`src/rtl/hub75_pkg.sv`:
```
`default_nettype none
// +----------------------------------------------------------------------------+
// | Module      : hub75_pkg                                                    |
// | Description : Shared types, defaults and helpers for the HUB75 capture     |
// |               receiver (pixel type, drain FSM states, fb address width).   |
// | Revision    : 1.0  initial release                                         |
// +----------------------------------------------------------------------------+
package hub75_pkg;

  localparam int HUB_ROW_BITS = 5;
  localparam int HUB_WIDTH    = 64;

  // One pixel as carried on the link: {B,G,R}
  typedef logic [2:0] rgb_t;

  // Drain walks the upper half row, then the lower half row
  typedef enum logic [1:0] {
    ST_IDLE = 2'd0,
    ST_TOP  = 2'd1,
    ST_BOT  = 2'd2
  } drain_state_t;

  // Framebuffer address is {half, row, x}
  function automatic int fb_addr_width(input int row_bits, input int width);
    return row_bits + 1 + $clog2(width);
  endfunction

endpackage
`default_nettype wire

```
`src/rtl/hub75_line_buf.sv`:
```
`default_nettype none
// +----------------------------------------------------------------------------+
// | Module      : hub75_line_buf                                               |
// | Description : Ping-pong line buffer, two banks of WIDTH x {rgb1,rgb0}.     |
// |               Write port fills one bank, registered read port drains the   |
// |               other and selects the requested half.                        |
// | Revision    : 1.0  initial release                                         |
// +----------------------------------------------------------------------------+
module hub75_line_buf
  import hub75_pkg::*;
#(
  parameter  int WIDTH = HUB_WIDTH,
  localparam int XW    = $clog2(WIDTH)
) (
  input  logic          clk,
  input  logic          rst_n,
  input  logic          i_we,
  input  logic          i_wbank,
  input  logic [XW-1:0] i_waddr,
  input  logic [5:0]    i_wdata,
  input  logic          i_re,
  input  logic          i_rbank,
  input  logic [XW-1:0] i_raddr,
  input  logic          i_rhalf,
  output rgb_t          o_rdata
);

  // Line storage is deliberately not reset
  logic [5:0] r_mem [2][WIDTH];
  rgb_t       r_rdata;
  logic       w_fwd;
  logic [5:0] w_word;

  // A pixel shifted in the very cycle its bank is committed is read back
  // through this bypass so the drain never sees the stale word.
  assign w_fwd  = i_we && (i_wbank == i_rbank) && (i_waddr == i_raddr);
  assign w_word = w_fwd ? i_wdata : r_mem[i_rbank][i_raddr];

  // Fill-side write
  always_ff @(posedge clk) begin
    if (i_we) r_mem[i_wbank][i_waddr] <= i_wdata;
  end

  // Registered read; this register is the framebuffer data output
  always_ff @(posedge clk or negedge rst_n) begin
    if (!rst_n)    r_rdata <= '0;
    else if (i_re) r_rdata <= i_rhalf ? w_word[5:3] : w_word[2:0];
  end

  assign o_rdata = r_rdata;

endmodule
`default_nettype wire

```
`src/rtl/hub75_capture.sv`:
```
`default_nettype none
// +----------------------------------------------------------------------------+
// | Module      : hub75_capture                                                |
// | Description : HUB75 receiver. Oversamples SCLK/LATCH/addr/RGB, collects a  |
// |               row into a ping-pong line buffer and drains each committed   |
// |               row as single-pixel framebuffer writes (upper then lower).   |
// | Revision    : 1.0  initial release                                         |
// +----------------------------------------------------------------------------+
module hub75_capture
  import hub75_pkg::*;
#(
  parameter int WIDTH       = HUB_WIDTH,
  parameter int ROW_BITS    = HUB_ROW_BITS,
  parameter int SYNC_STAGES = 2
) (
  input  logic                                     clk,
  input  logic                                     rst_n,
  input  logic                                     hub_sclk,
  input  logic                                     hub_latch,
  input  logic [ROW_BITS-1:0]                      hub_addr,
  input  logic [2:0]                               hub_rgb0,
  input  logic [2:0]                               hub_rgb1,
  output logic                                     fb_we,
  output logic [fb_addr_width(ROW_BITS, WIDTH)-1:0] fb_addr,
  output logic [2:0]                               fb_data,
  input  logic                                     fb_ready,
  output logic                                     frame_sync,
  output logic                                     busy,
  output logic                                     err_drop,
  output logic                                     err_long,
  output logic                                     err_short,
  input  logic                                     err_clr
);

  localparam int             XW       = $clog2(WIDTH);
  localparam int             CW       = $clog2(WIDTH + 1);
  localparam int             SW       = ROW_BITS + 8;
  localparam logic [CW-1:0]  C_WIDTH  = CW'(WIDTH);
  localparam logic [XW-1:0]  C_LAST_X = XW'(WIDTH - 1);

  // ---------------- input synchronizer and edge history ----------------
  logic [SW-1:0]       r_sync [SYNC_STAGES];
  logic [SW-1:0]       w_s;
  logic                w_sclk, w_latch;
  logic [ROW_BITS-1:0] w_addr;
  rgb_t                w_rgb0, w_rgb1;
  logic                r_sclk_d, r_latch_d;

  // All link inputs travel together so data/addr line up with the sclk edge
  always_ff @(posedge clk or negedge rst_n) begin
    if (!rst_n) begin
      for (int i = 0; i < SYNC_STAGES; i++) r_sync[i] <= '0;
    end else begin
      r_sync[0] <= {hub_rgb1, hub_rgb0, hub_addr, hub_latch, hub_sclk};
      for (int i = 1; i < SYNC_STAGES; i++) r_sync[i] <= r_sync[i-1];
    end
  end

  assign w_s     = r_sync[SYNC_STAGES-1];
  assign w_sclk  = w_s[0];
  assign w_latch = w_s[1];
  assign w_addr  = w_s[2 +: ROW_BITS];
  assign w_rgb0  = w_s[ROW_BITS+2 +: 3];
  assign w_rgb1  = w_s[ROW_BITS+5 +: 3];

  // History flops for rising-edge detection
  always_ff @(posedge clk or negedge rst_n) begin
    if (!rst_n) begin
      r_sclk_d  <= 1'b0;
      r_latch_d <= 1'b0;
    end else begin
      r_sclk_d  <= w_sclk;
      r_latch_d <= w_latch;
    end
  end

  // ---------------- shift side and commit decision ----------------
  logic                r_fill_bank, r_drain_bank, r_long_pending;
  logic [CW-1:0]       r_pix_cnt, w_cnt_eff;
  logic                w_sclk_rise, w_latch_rise, w_px_ok, w_px_over;
  logic                w_long_eff, w_line_has, w_commit, w_drop;
  logic [ROW_BITS-1:0] r_row;
  logic                r_frame_sync, r_err_drop, r_err_long, r_err_short;
  drain_state_t        r_state, w_state_nxt;

  assign w_sclk_rise  = w_sclk & ~r_sclk_d;
  assign w_latch_rise = w_latch & ~r_latch_d;
  assign w_px_ok      = w_sclk_rise && (r_pix_cnt < C_WIDTH);
  assign w_px_over    = w_sclk_rise && (r_pix_cnt == C_WIDTH);
  // A pixel arriving with the latch is counted before the commit decision
  assign w_cnt_eff    = r_pix_cnt + {{(CW-1){1'b0}}, w_px_ok};
  assign w_long_eff   = r_long_pending | w_px_over;
  assign w_line_has   = (w_cnt_eff != '0) | w_long_eff;
  assign w_commit     = w_latch_rise & w_line_has & (r_state == ST_IDLE);
  assign w_drop       = w_latch_rise & w_line_has & (r_state != ST_IDLE);

  // Pixel counter, overrun tracking, bank swap and row capture
  always_ff @(posedge clk or negedge rst_n) begin
    if (!rst_n) begin
      r_pix_cnt      <= '0;
      r_long_pending <= 1'b0;
      r_fill_bank    <= 1'b0;
      r_drain_bank   <= 1'b0;
      r_row          <= '0;
      r_frame_sync   <= 1'b0;
    end else begin
      r_frame_sync <= w_commit && (w_addr == '0);
      if (w_commit || w_drop) begin
        r_pix_cnt      <= '0;
        r_long_pending <= 1'b0;
      end else begin
        if (w_px_ok)   r_pix_cnt      <= r_pix_cnt + 1'b1;
        if (w_px_over) r_long_pending <= 1'b1;
      end
      if (w_commit) begin
        r_fill_bank  <= ~r_fill_bank;
        r_drain_bank <= r_fill_bank;
        r_row        <= w_addr;
      end
    end
  end

  // Sticky error flags; a set event outranks a simultaneous clear
  always_ff @(posedge clk or negedge rst_n) begin
    if (!rst_n) begin
      r_err_drop  <= 1'b0;
      r_err_long  <= 1'b0;
      r_err_short <= 1'b0;
    end else begin
      r_err_drop  <= w_drop | (r_err_drop & ~err_clr);
      r_err_long  <= (w_commit & w_long_eff) | (r_err_long & ~err_clr);
      r_err_short <= (w_commit & (w_cnt_eff < C_WIDTH)) | (r_err_short & ~err_clr);
    end
  end

  // ---------------- drain FSM ----------------
  logic          r_fb_we, r_half, w_we_nxt, w_half_nxt, w_rd_en, w_rd_bank, w_accept;
  logic [XW-1:0] r_x, w_x_nxt;
  rgb_t          w_rd_data;

  assign w_accept = r_fb_we & fb_ready;

  // Next state and next presented pixel; a read is issued whenever a new
  // pixel must appear on the outputs the following cycle
  always_comb begin
    w_state_nxt = r_state;
    w_we_nxt    = r_fb_we;
    w_x_nxt     = r_x;
    w_half_nxt  = r_half;
    w_rd_en     = 1'b0;
    w_rd_bank   = r_drain_bank;
    case (r_state)
      ST_IDLE: begin
        if (w_commit) begin
          w_state_nxt = ST_TOP;
          w_we_nxt    = 1'b1;
          w_x_nxt     = '0;
          w_half_nxt  = 1'b0;
          w_rd_en     = 1'b1;
          w_rd_bank   = r_fill_bank;
        end
      end
      ST_TOP: begin
        if (w_accept) begin
          w_rd_en = 1'b1;
          if (r_x == C_LAST_X) begin
            w_state_nxt = ST_BOT;
            w_x_nxt     = '0;
            w_half_nxt  = 1'b1;
          end else begin
            w_x_nxt = r_x + 1'b1;
          end
        end
      end
      ST_BOT: begin
        if (w_accept) begin
          if (r_x == C_LAST_X) begin
            w_state_nxt = ST_IDLE;
            w_we_nxt    = 1'b0;
          end else begin
            w_rd_en = 1'b1;
            w_x_nxt = r_x + 1'b1;
          end
        end
      end
      default: begin
        w_state_nxt = ST_IDLE;
        w_we_nxt    = 1'b0;
      end
    endcase
  end

  // State and registered write-request/address fields
  always_ff @(posedge clk or negedge rst_n) begin
    if (!rst_n) begin
      r_state <= ST_IDLE;
      r_fb_we <= 1'b0;
      r_x     <= '0;
      r_half  <= 1'b0;
    end else begin
      r_state <= w_state_nxt;
      r_fb_we <= w_we_nxt;
      r_x     <= w_x_nxt;
      r_half  <= w_half_nxt;
    end
  end

  hub75_line_buf #(.WIDTH(WIDTH)) u_line_buf (
    .clk     (clk),
    .rst_n   (rst_n),
    .i_we    (w_px_ok),
    .i_wbank (r_fill_bank),
    .i_waddr (r_pix_cnt[XW-1:0]),
    .i_wdata ({w_rgb1, w_rgb0}),
    .i_re    (w_rd_en),
    .i_rbank (w_rd_bank),
    .i_raddr (w_x_nxt),
    .i_rhalf (w_half_nxt),
    .o_rdata (w_rd_data)
  );

  assign fb_we      = r_fb_we;
  assign fb_addr    = {r_half, r_row, r_x};
  assign fb_data    = w_rd_data;
  assign frame_sync = r_frame_sync;
  assign busy       = (r_state != ST_IDLE);
  assign err_drop   = r_err_drop;
  assign err_long   = r_err_long;
  assign err_short  = r_err_short;

endmodule
`default_nettype wire

```
`config.mk`:
```
export PLATFORM = sky130hd
export DESIGN_NAME = hub75_capture
export DESIGN_NICKNAME = d
export VERILOG_FILES = /design/src/rtl/hub75_pkg.sv /design/src/rtl/hub75_line_buf.sv /design/src/rtl/hub75_capture.sv
export SDC_FILE = /design/constraint.sdc
export NUM_CORES = 1
export LEC_CHECK = 0
export ABC_AREA = 1
export CORE_MARGIN = 4
export CORE_UTILIZATION = 28
export DETAILED_ROUTE_END_ITERATION = 10
export GPL_ROUTABILITY_DRIVEN = 0
export PLACE_DENSITY = 0.43
export SYNTH_ARGS = -nofsm -noshare
export SYNTH_HDL_FRONTEND = slang
export SYNTH_SLANG_ARGS = --single-unit
```
`constraint.sdc`:
```
create_clock -name clk -period 3.8 [get_ports clk]
set_clock_uncertainty 0.2 [all_clocks]
set_input_delay 0.76 -clock clk [delete_from_list [all_inputs] [get_ports clk]]
set_output_delay 0.76 -clock clk [all_outputs]
set_load 0.005 [all_outputs]
```
Word-level counts from Yosys, hierarchy flattened
Memory sizes are Yosys's and may differ from the RTL's.
Cells that the tools add are included.
{"block": "op_classes", "add_sub_neg": 3, "order_cmp": 5, "eq_ne": 11, "n_mux": 40, "n_bitwise": 23, "reduce_logical": 15}
{"op": "two-way mux 384 bit", "count": 1}
{"op": "two-way mux 6 bit", "count": 9}
{"op": "binary-select mux 6 bit (select 6 bit)", "count": 1}
{"op": "demux 6 bit (select 6 bit)", "count": 1}
{"op": "one-hot mux 6 bit (3 select lines)", "count": 1}
{"op": "two-way mux 1 bit", "count": 15}
{"op": "greater-or-equal comparator 7 bit (second input constant)", "count": 2}
{"op": "< comparator 7 bit (second input constant)", "count": 2}
{"op": "two-way mux 7 bit", "count": 2}
{"op": "NOT 6 -> 7 bit", "count": 2}
{"op": "AND 1 bit", "count": 11}
{"op": "two-way mux 2 bit", "count": 5}
{"op": "inequality test 2 bit (second input constant)", "count": 5}
{"op": "adder 7 x 1 -> 7 bit", "count": 1}
{"op": "adder 7 x 1 -> 7 bit (second input constant)", "count": 1}
{"op": "equality test 7 bit (second input constant)", "count": 1}
{"op": "< comparator 7 x 1 -> 1 bit (second input constant)", "count": 1}
{"op": "nonzero test 7 bit", "count": 1}
{"op": "adder 6 x 1 -> 6 bit (second input constant)", "count": 1}
{"op": "equality test 6 bit", "count": 1}
{"op": "equality test 6 bit (second input constant)", "count": 1}
{"op": "logical AND 1 bit", "count": 6}
{"op": "one-hot mux 1 bit (3 select lines)", "count": 2}
{"op": "one-hot mux 2 bit (3 select lines)", "count": 1}
{"op": "13 further kinds", "count": 23}
{"block": "totals", "reg_bits": 60, "mem_bits_rw": 768, "input_bits": 17, "output_inout_bits": 21, "word_cells": 116, "memories": 1}
{"name": "u_line_buf.r_mem", "depth": 2, "width": 384, "read_ports": 1, "rd_ports_with_merged_regs": 0, "write_ports": 1, "line_no": "hub75_line_buf.sv:29", "rtl": "logic [5:0] r_mem [2][WIDTH];"}

Depth between registers and ports, before layout
Gate-level depths: netlist of the first run.
{"block": "logic_depth", "word_depth": 16, "mapped_depth": 33, "depth_no_buf": 30}

Hierarchy
A second synthesis of the first run with hierarchy kept.
{"block": "unflattened", "cells_unflattened": 3064, "area_unflattened_um2": 34613.2}
{"mod": "hub75_line_buf", "n_inst": 1, "cells_per_inst": 2804, "area_each_um2": 32158.3, "seq_area_each_um2": 23137.2}
{"mod": "hub75_capture", "n_inst": 1, "cells_per_inst": 260, "area_each_um2": 2454.9, "seq_area_each_um2": 1426.4}

Worst setup path before layout of the first run
OpenSTA, ideal clock, no wires.
{"block": "synth_path", "path_kind": "reg-to-reg", "startpoint": "reg r_sclk_d", "endpoint": "reg u_line_buf.r_rdata[1] (netlist: u_line_buf.o_rdata[1])", "setup_time_ns": 0.117, "arrival_ns": 3.231, "required_time_ns": 3.483, "setup_slack_ns": 0.253, "path_stages_with_launch": 27, "n_path_buf": 2, "period_less_slack_ns": 3.547, "cell_sequence": "dfrtp_1 inv_1 nand2_1 nor2_1 clkbuf_1 ha_1 ha_1 nand3_1 o21ai_1 nand2_1 nor2_2 nand2_4 nand2_4 nand2_2 nand2_4 inv_2 o21ai_4 xor2_1 nor3_1 nand3_2 buf_4 o21ai_1 inv_2 nand2_1 nand2_1 nand2_1 nand2_1"}
{"block": "synth_via", "elab_chain_cells": 16}
{"item": "start: declaration", "line_no": "hub75_capture.sv:47", "rtl": "logic r_sclk_d, r_latch_d;"}
{"item": "start signal: assignment", "line_no": "hub75_capture.sv:72", "rtl": "r_sclk_d <= w_sclk;"}
{"item": "NOT 1 bit *", "line_no": "hub75_capture.sv:86", "rtl": "assign w_sclk_rise = w_sclk & ~r_sclk_d;"}
{"item": "AND 1 bit *", "line_no": "hub75_capture.sv:86"}
{"item": "logical AND 1 bit", "line_no": "hub75_capture.sv:88", "rtl": "assign w_px_ok = w_sclk_rise && (r_pix_cnt < C_WIDTH);"}
{"item": "adder 7 x 1 -> 7 bit", "line_no": "hub75_capture.sv:91", "rtl": "assign w_cnt_eff = r_pix_cnt + {{(CW-1){1'b0}}, w_px_ok};"}
{"item": "nonzero test 7 bit", "line_no": "hub75_capture.sv:93", "rtl": "assign w_line_has = (w_cnt_eff != '0) | w_long_eff;"}
{"item": "bitwise OR 1 bit", "line_no": "hub75_capture.sv:93"}
{"item": "AND 1 bit (2 in series)", "line_no": "hub75_capture.sv:94", "rtl": "assign w_commit = w_latch_rise & w_line_has & (r_state == ST_IDLE);"}
{"item": "two-way mux 1 bit or two-way mux 6 bit (tied branches)", "line_no": "hub75_capture.sv:154", "rtl": "if (w_commit) begin"}
{"item": "two-way mux 1 bit or one-hot mux 6 bit (3 select lines) (tied branches)", "line_no": "hub75_capture.sv:152", "rtl": "case (r_state)"}
{"item": "memory (2 x 384 bit) or NOT 6 -> 7 bit (tied branches)"}
{"item": "binary-select mux 6 bit (select 6 bit)", "line_no": "hub75_line_buf.sv:37", "rtl": "assign w_word = w_fwd ? i_wdata : r_mem[i_rbank][i_raddr];"}
{"item": "two-way mux 6 bit (implied by the code) (2 in series)", "line_no": "hub75_line_buf.sv:37"}
{"item": "two-way mux 6 bit", "line_no": "hub75_line_buf.sv:37"}
{"item": "two-way mux 3 bit", "line_no": "hub75_line_buf.sv:47", "rtl": "else if (i_re) r_rdata <= i_rhalf ? w_word[5:3] : w_word[2:0];"}
{"item": "end signal: assignment", "line_no": "hub75_line_buf.sv:47"}
{"item": "end: declaration", "line_no": "hub75_line_buf.sv:30", "rtl": "rgb_t r_rdata;"}
Every way passes the cells marked *; elsewhere a longest branch is shown, timed or not. The select of a mux whose other input is x is not followed.
A chain may end at the register's enable or synchronous reset.

Worst setup path in the final report of the first run
{"block": "layout_path", "startpoint": "reg r_sclk_d", "endpoint": "reg u_line_buf.r_rdata[2] (netlist: u_line_buf.o_rdata[2])"}
Same word-level chain as after synthesis.

==> results.sh, run 1 <==
export IMPL_irDropWorstVdd_uv=512
export IMPL_max_slew_worst_pin_slew_ns=1.04
export IMPL_via_per_inst=4.63
export IMPL_reg2reg_from="r_sclk_d$_DFF_PN0_"
export IMPL_grt_max_degree=64
export IMPL_first_pass_iters=5
export IMPL_netlist_instances=3398
export IMPL_initial_core_util_pct=28.2
export IMPL_fp_dieArea_um2=133000
export IMPL_power_frac_seq_pct=29.0
export IMPL_finalInstanceArea_um2=43000
export IMPL_crit_arrival_ns=4.23
export IMPL_reg2reg_to="u_line_buf.o_rdata[2]$_DFFE_PN0P_"
export IMPL_postSynth_asyncResetShare_pct=7.25
export IMPL_placed_cell_area_um2=39400
export IMPL_fin_crit_ns=3.87
export IMPL_synth_main_ff_cell="edfxtp_1"
export IMPL_area_growth_pct=20.8
export IMPL_post_dp_hpwl_um=68100
export IMPL_core_um2=126000
export IMPL_slew_headroom_pct=31.0
export IMPL_io_pins=38
export IMPL_switching_share_pct=40.9
export IMPL_crit_fanout=17
export IMPL_wl_per_cell_um=20.9
export IMPL_nets=3597
export IMPL_setup_tns_final_ns=-0.221
export IMPL_power_density_nw_per_um2=829
export IMPL_grt_overflow_total=0
export IMPL_dieWidth_um=364
export IMPL_clkPwrFrac_pct=24.0
export IMPL_avgSynthCellArea_um2=10.5
export IMPL_cts_root_buf="clkbuf_16"
export IMPL_grt_pass1_vias=24600
export IMPL_hold_viol_final=0
export IMPL_synth_edf_count=768
export IMPL_filler_cell_count=12700
export IMPL_drt_iter0_drc=2013
export IMPL_holdPathStages=0
export IMPL_grt_pass1_wl_um=164000
export IMPL_via_count=24500
export IMPL_rsz0062_at_grt="yes"
export IMPL_clock_sinks=828
export IMPL_drive_gt1_share_pct=13.1
export IMPL_synth_seq_cells=828
export IMPL_fin_ws_ns=-0.0749
export IMPL_status="complete, but fails checks"
export IMPL_yosysSeqAreaShare_pct=69.1
export IMPL_path_clk_slew_ns=0.06
export IMPL_slowest_stage="dfrtp_1"
export IMPL_rows=130
export IMPL_leakagePower_nw=16.8
export IMPL_clk_latency_ns=0.66
export IMPL_ys_types=38
export IMPL_cts_made_buffers=94
export IMPL_grtUsageTotal_pct=16.5
export IMPL_hp_start="r_sync[22]$_DFF_PN0_"
export IMPL_hold_end="w_s[9]$_DFF_PN0_"
export IMPL_htreeDepth=3
export IMPL_fin_util_pct=34.1
export IMPL_finalMaxSlewViolations=0
export IMPL_drc_errors=0
export IMPL_report_final_setup_viol=3
export IMPL_synth_area_leaders="edfxtp_1, nand2_1, nand3_1"
export IMPL_clock_fmax_ghz=0.258
export IMPL_drv_cap=0
export IMPL_grt_antenna_before_repair=2
export IMPL_worst_setup_path_end_kind="flip-flop"
export IMPL_cts_path_max_buffers=3
export IMPL_port_buffers=37
export IMPL_hold_class="flip-flop to flip-flop"
export IMPL_fin_crit_sh_pct=102
export IMPL_drt_wl_total_um=111000
export IMPL_violations="negative setup slack"
export IMPL_reg2reg_setup_slack_ns=-0.07
export IMPL_fp_dieH_um=364
export IMPL_cp_required_ns=4.16
export IMPL_synthesis_area_um2=35600
export IMPL_ys_warn_count=0
export IMPL_p_int_mw=21.0
export IMPL_synth_top_area_share_pct=64.9
export IMPL_crit_top_cell="nand2_1"
export IMPL_ff2ff_path_depth=31
export IMPL_syn_nets=3421
export IMPL_setup_worst_path_class="flip-flop to flip-flop"
export IMPL_yosysMostFrequentCell="nand2_1"
export IMPL_power_frac_comb_pct=46.9
export IMPL_tritoncts="built"
export IMPL_cpPeakStageDelay_ns=0.35
export IMPL_startpoint_type="flip-flop"
export IMPL_place_ws_ns=-0.277
export IMPL_synth_commonest_cells="nand2_1, edfxtp_1, nand3_1"
export IMPL_p_sw_mw=14.6
export IMPL_antenna_left=0
export IMPL_synth_top_area_cell="edfxtp_1"
[cell families (layout without fill, tap and decap cells)]
kind of cell | after synthesis | in the layout | synth area share [%]
flops | 828 | 828 | 69.1
buf+inv | 263 | 512 | 3.80
simple gates | 2244 | 2244 | 25.8
xor+xnor | 7 | 7 | 0.172
fa+ha+maj | 6 | 6 | 0.211
compound gates | 50 | 50 | 0.954
other cells | 0 | 1 | 0
[metal layers]
layer / part of all wire, % / vias to the layer above / global-route usage, %
met1: 47 / 12000 / 23.0
met3: 3.9 / 158 / 2.29
met4: 2.3 / 0 / 4.17
li1: - / 11800 / -
met5: 0 / - / 0
met2: 47 / 505 / 27.2
[power groups by stage]
stage	Clock [mW]	Sequential [mW]	Combinational (mW)
after CTS	8.76	10.3	16.8
after global routing	9.13	10.4	18.2
after floorplan	0	10.5	8.59
after detailed placement	0	10.5	15.5
after global placement	0	10.5	15.6
final	8.56	10.3	16.7
[sequential cells by signal, indices dropped and copies added, names as in the netlist, 2 cells and up]
register and count:
u_line_buf.r_mem 768, r_sync 13, w_s 13, r_pix_cnt 7, r_x 6, r_row 5
u_line_buf.o_rdata 3, r_state 2
[layout by cell type (no fill, tap or decap), drive strengths merged]
cell	instances
dlygate4sd3	1
dfrtp	60
or4	1
clkinv	45
clkinvlp	3
clkdlybuf4s50	36
o22ai	3
nand4	4
a22oi	1
ha	6
clkbuf	115
a21oi	6
nand2	1574
edfxtp	768
nand3	488
o21a	1
o221ai	1
nor3	13
bufbuf	4
buf	235
o211ai	13
a21boi	1
nor2	163
xor2	7
diode	1
o21ai	24
inv	70
bufinv	3
nor4	1
[area by class of cell]
cell class | count | area [um^2] | share of cell area [%]
sequential | 828 | 24600 | 57.2
multi-input combinational | 2307 | 10000 | 23.3
timing repair buffer | 277 | 3180 | 7.39
clock buffer | 114 | 2490 | 5.79
tap | 1650 | 2060 | 4.81
clock inverter | 55 | 355 | 0.827
inverter | 66 | 270 | 0.629
antenna | 1 | 2.50 | 0.00583
[timing repair]
item / in CTS / in global routing
pin swaps: 8 / 3
setup endpoints to repair: 3 / 3
resized for setup: 74 / 6
endpoints found under the hold margin: 60 / 0
hold buffers: 1 / 0
cloned: 5 / 1
setup buffers: 10 / 0
[per-stage QoR]
step | power [mW] | hold slack, ns | instances
floorplan | 19.1 | 0.131 | 3398
global placement | 26.1 | 0.134 | 5112
detailed placement | 26.0 | 0.135 | 5112
CTS | 35.9 | 0.147 | 5296
global route | 37.6 | 0.157 | 5298
finish | 35.6 | 0.146 | 5298
[how the worst max path moves through the flow]
stage / from / end / slack (ns) / cells past startpoint
after floorplan: r_sclk_d$_DFF_PN0_ / u_line_buf.o_rdata[1]$_DFFE_PN0P_ / 0.25 / 26
after global placement: fb_ready / u_line_buf.o_rdata[0]$_DFFE_PN0P_ / -0.30 / 21
after detailed placement: fb_ready / u_line_buf.o_rdata[1]$_DFFE_PN0P_ / -0.28 / 21
after CTS: r_sclk_d$_DFF_PN0_ / u_line_buf.o_rdata[2]$_DFFE_PN0P_ / -0.02 / 30
after global routing: r_sclk_d$_DFF_PN0_ / u_line_buf.o_rdata[1]$_DFFE_PN0P_ / -0.32 / 31
final: r_sclk_d$_DFF_PN0_ / u_line_buf.o_rdata[2]$_DFFE_PN0P_ / -0.07 / 31
[worst max-delay path, delay by kind of cell, from the launching register on]
family                   cells  cell delay (ns)
buffers and inverters        4             0.52
flip-flops                   1             0.35
AND/OR/NAND/NOR             25             2.17
adder cells (fa/ha/maj)      2             0.46
Power figures use the tool's default switching activity.
==> inputs of run 2 (changes only) <==
Settings changed: ABC_AREA 1 to not set, CORE_UTILIZATION 28 to 40, PLACE_DENSITY 0.43 to 0.57.
==> results.sh, run 2 <==
export IMPL_status="complete, but fails checks"
export IMPL_violations="negative setup slack"
export IMPL_clock_sinks=828
export IMPL_leakagePower_nw=15.1
export IMPL_reg2reg_setup_slack_ns=-0.98
export IMPL_cts_root_buf="clkbuf_16"
export IMPL_netlist_instances=2552
export IMPL_grtUsageTotal_pct=23.5
export IMPL_antenna_left=0
export IMPL_avgSynthCellArea_um2=13.3
export IMPL_clock_fmax_ghz=0.209
export IMPL_slew_headroom_pct=34.9
export IMPL_power_frac_comb_pct=40.8
export IMPL_drv_cap=0
export IMPL_filler_cell_count=7176
export IMPL_irDropWorstVdd_uv=378
export IMPL_p_sw_mw=11.5
export IMPL_area_growth_pct=23.9
export IMPL_synthesis_area_um2=33900
export IMPL_cts_made_buffers=84
export IMPL_hold_end="w_s[7]$_DFF_PN0_"
export IMPL_report_final_setup_viol=3
export IMPL_multi_input_area_um2=8930
export IMPL_syn_nets=2575
export IMPL_first_pass_iters=6
export IMPL_regArea_um2=24600
export IMPL_cts_path_max_buffers=3
export IMPL_postSynth_asyncResetShare_pct=7.25
export IMPL_reg2reg_to="u_line_buf.o_rdata[0]$_DFFE_PN0P_"
export IMPL_clkPwrFrac_pct=26.8
export IMPL_synth_edf_count=768
export IMPL_synth_seq_cells=828
export IMPL_synth_main_ff_cell="edfxtp_1"
export IMPL_dieWidth_um=299
export IMPL_io_pins=38
export IMPL_holdPathStages=0
export IMPL_tritoncts="built"
export IMPL_hp_start="r_sync[20]$_DFF_PN0_"
export IMPL_fin_ws_ns=-0.980
export IMPL_post_dp_hpwl_um=71200
export IMPL_synth_top_area_share_pct=68.0
export IMPL_rows=106
export IMPL_drt_wl_total_um=108000
export IMPL_synth_commonest_cells="edfxtp_1, nand2_1, nand3_1"
export IMPL_synth_compound_area_share_pct=6.68
export IMPL_core_um2=83800
export IMPL_mostFrequentLayoutCells="edfxtp_1, nand2_1, buf_4"
export IMPL_insertedDiodeCount=0
export IMPL_wl_per_cell_um=26.1
export IMPL_fin_crit_sh_pct=126
export IMPL_via_count=23500
export IMPL_drc_errors=0
export IMPL_p_total_mw=31.9
export IMPL_synth_xor_xnor_area_share_pct=0.336
export IMPL_via_per_inst=5.69
export IMPL_power_frac_seq_pct=32.4
export IMPL_synth_top_family_by_area="simple AND/OR/NAND/NOR gates"
export IMPL_grt_overflow_total=0
export IMPL_htreeDepth=3
export IMPL_startpoint_type="flip-flop"
export IMPL_crit_chain="nor2b_4 -> nand2b_1 -> inv_2 -> ha_4 -> ha_4 -> or3_4 -> a21oi_4 -> a21oi_2 -> o41a_1 -> a21oi_4 -> buf_12 -> buf_12 -> inv_16 -> buf_16 -> buf_4 -> buf_4 -> buf_4 -> nand2_1 -> nand3_1 -> o211ai_1 -> nand4_1 -> o211ai_1 -> o211ai_1 -> o32a_1"
export IMPL_grt_pass1_vias=23200
export IMPL_grt_max_degree=129
export IMPL_regMostFlops="u_line_buf.r_mem"
export IMPL_fin_crit_ns=4.78
export IMPL_grt_antenna_before_repair=2
export IMPL_synthMuxAreaShare_pct=4.16
export IMPL_ff2ff_path_depth=24
export IMPL_grt_pass1_wl_um=156000
export IMPL_clk_latency_ns=0.65
export IMPL_cpPeakStageDelay_ns=0.43
export IMPL_stdcell_count=4129
export IMPL_yosysMostFrequentCell="edfxtp_1"
export IMPL_final_common_cell="edfxtp_1"
export IMPL_finalMaxSlewViolations=0
export IMPL_port_buffers=37
export IMPL_crit_arrival_ns=5.11
export IMPL_setup_worst_path_class="flip-flop to flip-flop"
export IMPL_fp_dieArea_um2=89500
export IMPL_max_slew_worst_pin_slew_ns=0.976
export IMPL_rsz0062_at_grt="yes"
export IMPL_dp_cells=3938
export IMPL_drt_iter0_drc=2699
export IMPL_yosysSeqAreaShare_pct=72.5
export IMPL_nets=2950
export IMPL_hold_viol_final=0
export IMPL_slowest_stage="o41a_1"
export IMPL_synth_fa_ha_area_share_pct=0.221
export IMPL_switching_share_pct=36.1
export IMPL_drive_gt1_share_pct=21.3
export IMPL_synth_top_area_cell="edfxtp_1"
export IMPL_cp_required_ns=4.13
export IMPL_hold_class="flip-flop to flip-flop"
export IMPL_worst_setup_path_end_kind="flip-flop"
export IMPL_fp_dieH_um=299
export IMPL_ys_warn_count=0
export IMPL_power_density_nw_per_um2=758
export IMPL_crit_fanout=6
export IMPL_synth_simple_area_share_pct=13.6
export IMPL_initial_core_util_pct=40.4
export IMPL_largest_register_ffs=768
export IMPL_p_int_mw=20.3
export IMPL_ys_types=80
export IMPL_place_ws_ns=-1.36
export IMPL_path_clk_slew_ns=0.06
export IMPL_synth_area_leaders="edfxtp_1, nand2_1, dfrtp_1"
export IMPL_reg2reg_from="w_s[0]$_DFF_PN0_"
run 2: logic make-up (layout without fill, tap and decap cells):
family | Yosys count | in the layout
simple gates | 1060 | 1060
flops | 828 | 828
compound gates | 320 | 320
buf+inv | 185 | 628
mux | 140 | 140
xor+xnor | 13 | 13
fa+ha+maj | 6 | 6
run 2: cell type report:
type / count / area share [%]
sequential: 828 / 58.5
multi-input combinational: 1539 / 21.3
timing repair buffer: 446 / 9.75
clock buffer: 108 / 5.39
tap: 1134 / 3.38
clock inverter: 46 / 1.38
inverter: 27 / 0.292
timing repair inverter: 1 / 0.0387
run 2: per-layer routing:
metal	up-vias	GRT usage, %	part of all wire, %
li1	10300	-	-
met1	11800	31.6	40
met2	1205	38.3	47
met3	246	4.48	8.5
met4	0	8.80	4.1
met5	-	0	0
run 2: worst max path at each step:
stage | from | to | slack (ns) | cells after the start
finish | w_s[0]$_DFF_PN0_ | u_line_buf.o_rdata[0]$_DFFE_PN0P_ | -0.98 | 24
detailed placement | w_s[0]$_DFF_PN0_ | u_line_buf.o_rdata[0]$_DFFE_PN0P_ | -1.36 | 19
global route | w_s[0]$_DFF_PN0_ | u_line_buf.o_rdata[2]$_DFFE_PN0P_ | -1.09 | 21
CTS | w_s[0]$_DFF_PN0_ | u_line_buf.o_rdata[2]$_DFFE_PN0P_ | -0.86 | 22
floorplan | w_s[0]$_DFF_PN0_ | u_line_buf.o_rdata[2]$_DFFE_PN0P_ | -0.27 | 21
global placement | w_s[0]$_DFF_PN0_ | u_line_buf.o_rdata[0]$_DFFE_PN0P_ | -1.29 | 19
run 2: power by group through the flow:
stage                     Sequential (mW)  Combinational, mW  Clock (mW)
after global routing                 10.3               13.5        9.06
final                                10.3               13.0        8.53
after CTS                            10.3               12.5        8.65
after detailed placement             10.5               11.7           0
after global placement               10.5               11.6           0
after floorplan                      10.5               5.51           0
run 2: critical path, delay by kind of cell (launching register included):
family	cells	cell delay (ns)
buffers and inverters	8	1.01
flip-flops	1	0.37
AND/OR/NAND/NOR	6	0.97
adder cells (fa/ha/maj)	2	0.32
AO/OA/AOI/OAI	8	1.79
run 2: metrics by stage:
stage / TNS [ns] / utilization [%] / hold slack (ns) / cell area [um^2]
6_report: -2.82 / 50.1 / 0.147 / 42000
5_1_grt: -3.10 / 50.1 / 0.157 / 42000
4_1_cts: -2.48 / 49.8 / 0.149 / 41800
3_5_place_dp: -3.97 / 45.6 / 0.135 / 38300
3_3_place_gp: -3.83 / 45.6 / 0.134 / 38300
2_1_floorplan: -0.787 / - / 0.131 / 34100
run 2: timing repair:
action / CTS / global route
pin swaps: 29 / 24
hold endpoints to repair: 12 / 0
buffers inserted: 23 / 10
gates resized for setup: 71 / 41
hold buffers: 1 / 0
gates cloned: 5 / 1
endpoints found under the setup margin: 3 / 3
==> inputs of run 3 (changes only) <==
Settings changed: TNS_END_PERCENT set to 20.
==> results.sh, run 3 (same netlist as run 2, synthesis figures left out) <==
export IMPL_grt_max_degree=129
export IMPL_setup_worst_path_class="flip-flop to flip-flop"
export IMPL_regMostFlops="u_line_buf.r_mem"
export IMPL_holdPathStages=0
export IMPL_mostFrequentLayoutCells="edfxtp_1, nand2_1, buf_4"
export IMPL_leakagePower_nw=15.2
export IMPL_drc_errors=0
export IMPL_crit_arrival_ns=5.01
export IMPL_htreeDepth=3
export IMPL_tritoncts="built"
export IMPL_crit_fanout=8
export IMPL_rsz0062_at_grt="yes"
export IMPL_first_pass_iters=8
export IMPL_wl_per_cell_um=26.2
export IMPL_fin_util_pct=50.0
export IMPL_drv_cap=0
export IMPL_power_frac_seq_pct=32.5
export IMPL_grtUsageTotal_pct=23.5
export IMPL_path_clk_slew_ns=0.06
export IMPL_reg2reg_from="w_s[0]$_DFF_PN0_"
export IMPL_power_frac_comb_pct=40.9
export IMPL_dp_cells=3937
export IMPL_ff2ff_path_depth=22
export IMPL_power_density_nw_per_um2=757
export IMPL_fin_crit_ns=4.64
export IMPL_p_int_mw=20.2
export IMPL_status="complete, but fails checks"
export IMPL_dieWidth_um=299
export IMPL_hold_class="flip-flop to flip-flop"
export IMPL_core_um2=83800
export IMPL_via_per_inst=5.69
export IMPL_stdcell_count=4127
export IMPL_post_dp_hpwl_um=71200
export IMPL_cts_root_buf="clkbuf_16"
export IMPL_slew_headroom_pct=32.4
export IMPL_clock_fmax_ghz=0.215
export IMPL_setup_tns_final_ns=-2.51
export IMPL_cts_path_max_buffers=3
export IMPL_p_total_mw=31.7
export IMPL_port_buffers=37
export IMPL_filler_cell_count=7270
export IMPL_initial_core_util_pct=40.4
export IMPL_nets=2947
export IMPL_fin_ws_ns=-0.842
export IMPL_grt_pass1_vias=23100
export IMPL_grt_pass1_wl_um=155000
export IMPL_via_count=23500
export IMPL_place_ws_ns=-1.26
export IMPL_report_final_setup_viol=3
export IMPL_rows=106
export IMPL_area_growth_pct=23.6
export IMPL_grt_overflow_total=0
export IMPL_hp_start="r_sync[23]$_DFF_PN0_"
export IMPL_p_sw_mw=11.6
export IMPL_cts_made_buffers=85
export IMPL_clk_latency_ns=0.66
export IMPL_switching_share_pct=36.4
export IMPL_irDropWorstVdd_uv=445
export IMPL_largest_register_ffs=768
export IMPL_drt_wl_total_um=108000
export IMPL_io_pins=38
export IMPL_max_slew_worst_pin_slew_ns=1.01
export IMPL_reg2reg_to="u_line_buf.o_rdata[2]$_DFFE_PN0P_"
export IMPL_drive_gt1_share_pct=20.1
export IMPL_finalInstanceArea_um2=41900
export IMPL_antenna_left=0
export IMPL_drt_iter0_drc=3011
export IMPL_clkPwrFrac_pct=26.6
export IMPL_insertedDiodeCount=0
export IMPL_fp_dieH_um=299
export IMPL_fin_crit_sh_pct=122
export IMPL_violations="negative setup slack"
export IMPL_placed_cell_area_um2=38200
export IMPL_fp_dieArea_um2=89500
export IMPL_worst_hold_slack_ns=0.143
export IMPL_hold_viol_final=0
export IMPL_grt_antenna_before_repair=1
export IMPL_hold_end="w_s[10]$_DFF_PN0_"
export IMPL_finalMaxSlewViolations=0
export IMPL_startpoint_type="flip-flop"
export IMPL_clock_sinks=828
export IMPL_final_common_cell="edfxtp_1"
export IMPL_reg2reg_setup_slack_ns=-0.84
export IMPL_cp_required_ns=4.17
export IMPL_worst_setup_path_end_kind="flip-flop"
-- run 3: cell count changes in the layout (fill, tap and decap cells not counted), moves of 5 or more --
cell      change
nand3_1      +11
nand3_2      -11
mux2i_1      +10
clkinv_1      +8
buf_6         -6
mux2i_2       -6
buf_12        -5
clkbuf_8      -5
-- run 3: routing by layer --
layer  up-vias  track usage [%]  part of all wire (%)
li1      10300                -                     -
met1     11700             31.1                    39
met2      1236             38.0                    47
met3       236             5.00                   9.4
met4         2             9.19                   4.1
met5         -                0                0.0083
-- run 3: cell type report --
class / instances / area (um^2) / share of cell area, %
flip-flops and latches: 828 / 24600 / 58.7
multi-input cells: 1539 / 8810 / 21.0
well taps: 1134 / 1420 / 3.39
repair buffers: 443 / 4160 / 9.92
clock inverters: 54 / 626 / 1.49
clock buffers: 102 / 2190 / 5.23
inverters: 27 / 123 / 0.293
-- run 3: worst max path at each step --
stage / from / to / slack, ns / cells past startpoint
2_1_floorplan: w_s[0]$_DFF_PN0_ / u_line_buf.o_rdata[2]$_DFFE_PN0P_ / -0.27 / 21
3_3_place_gp: w_s[0]$_DFF_PN0_ / u_line_buf.o_rdata[1]$_DFFE_PN0P_ / -1.26 / 20
3_5_place_dp: w_s[0]$_DFF_PN0_ / u_line_buf.o_rdata[1]$_DFFE_PN0P_ / -1.26 / 20
4_1_cts: w_s[0]$_DFF_PN0_ / u_line_buf.o_rdata[0]$_DFFE_PN0P_ / -0.84 / 19
5_1_grt: w_s[0]$_DFF_PN0_ / u_line_buf.o_rdata[1]$_DFFE_PN0P_ / -0.99 / 24
6_report: w_s[0]$_DFF_PN0_ / u_line_buf.o_rdata[2]$_DFFE_PN0P_ / -0.84 / 22
-- run 3: critical path: stages, from the launching register on --
cell and delay, ns:
dfrtp_1 0.38, nor2b_4 0.13, nand2b_1 0.10, inv_2 0.06, ha_4 0.16, ha_4 0.16
or3_4 0.34, a21oi_4 0.19, a21oi_4 0.06, o41a_1 0.44, a21oi_4 0.16, buf_12 0.14
buf_6 0.13, buf_6 0.15, buf_12 0.15, mux2i_1 0.22, a211oi_1 0.11, buf_4 0.18
o22ai_2 0.18, and4_4 0.29, o2111ai_1 0.13, o211a_1 0.14, o32a_1 0.33
-- run 3: timing repair --
item | CTS | global route
pin swaps | 10 | 26
gates resized for setup | 41 | 46
setup buffers | 6 | 18
setup endpoints to repair | 3 | 3
hold endpoints to repair | 16 | 0
cloned | 5 | 5
hold buffers | 1 | 0
-- run 3: power by group through the flow --
| stage | Sequential (mW) | Combinational (mW) | Clock [mW] |
|---|---|---|---|
| CTS | 10.3 | 12.2 | 8.56 |
| global placement | 10.5 | 11.6 | 0 |
| detailed placement | 10.5 | 11.6 | 0 |
| finish | 10.3 | 13.0 | 8.45 |
| global route | 10.3 | 13.5 | 8.95 |
| floorplan | 10.5 | 5.50 | 0 |
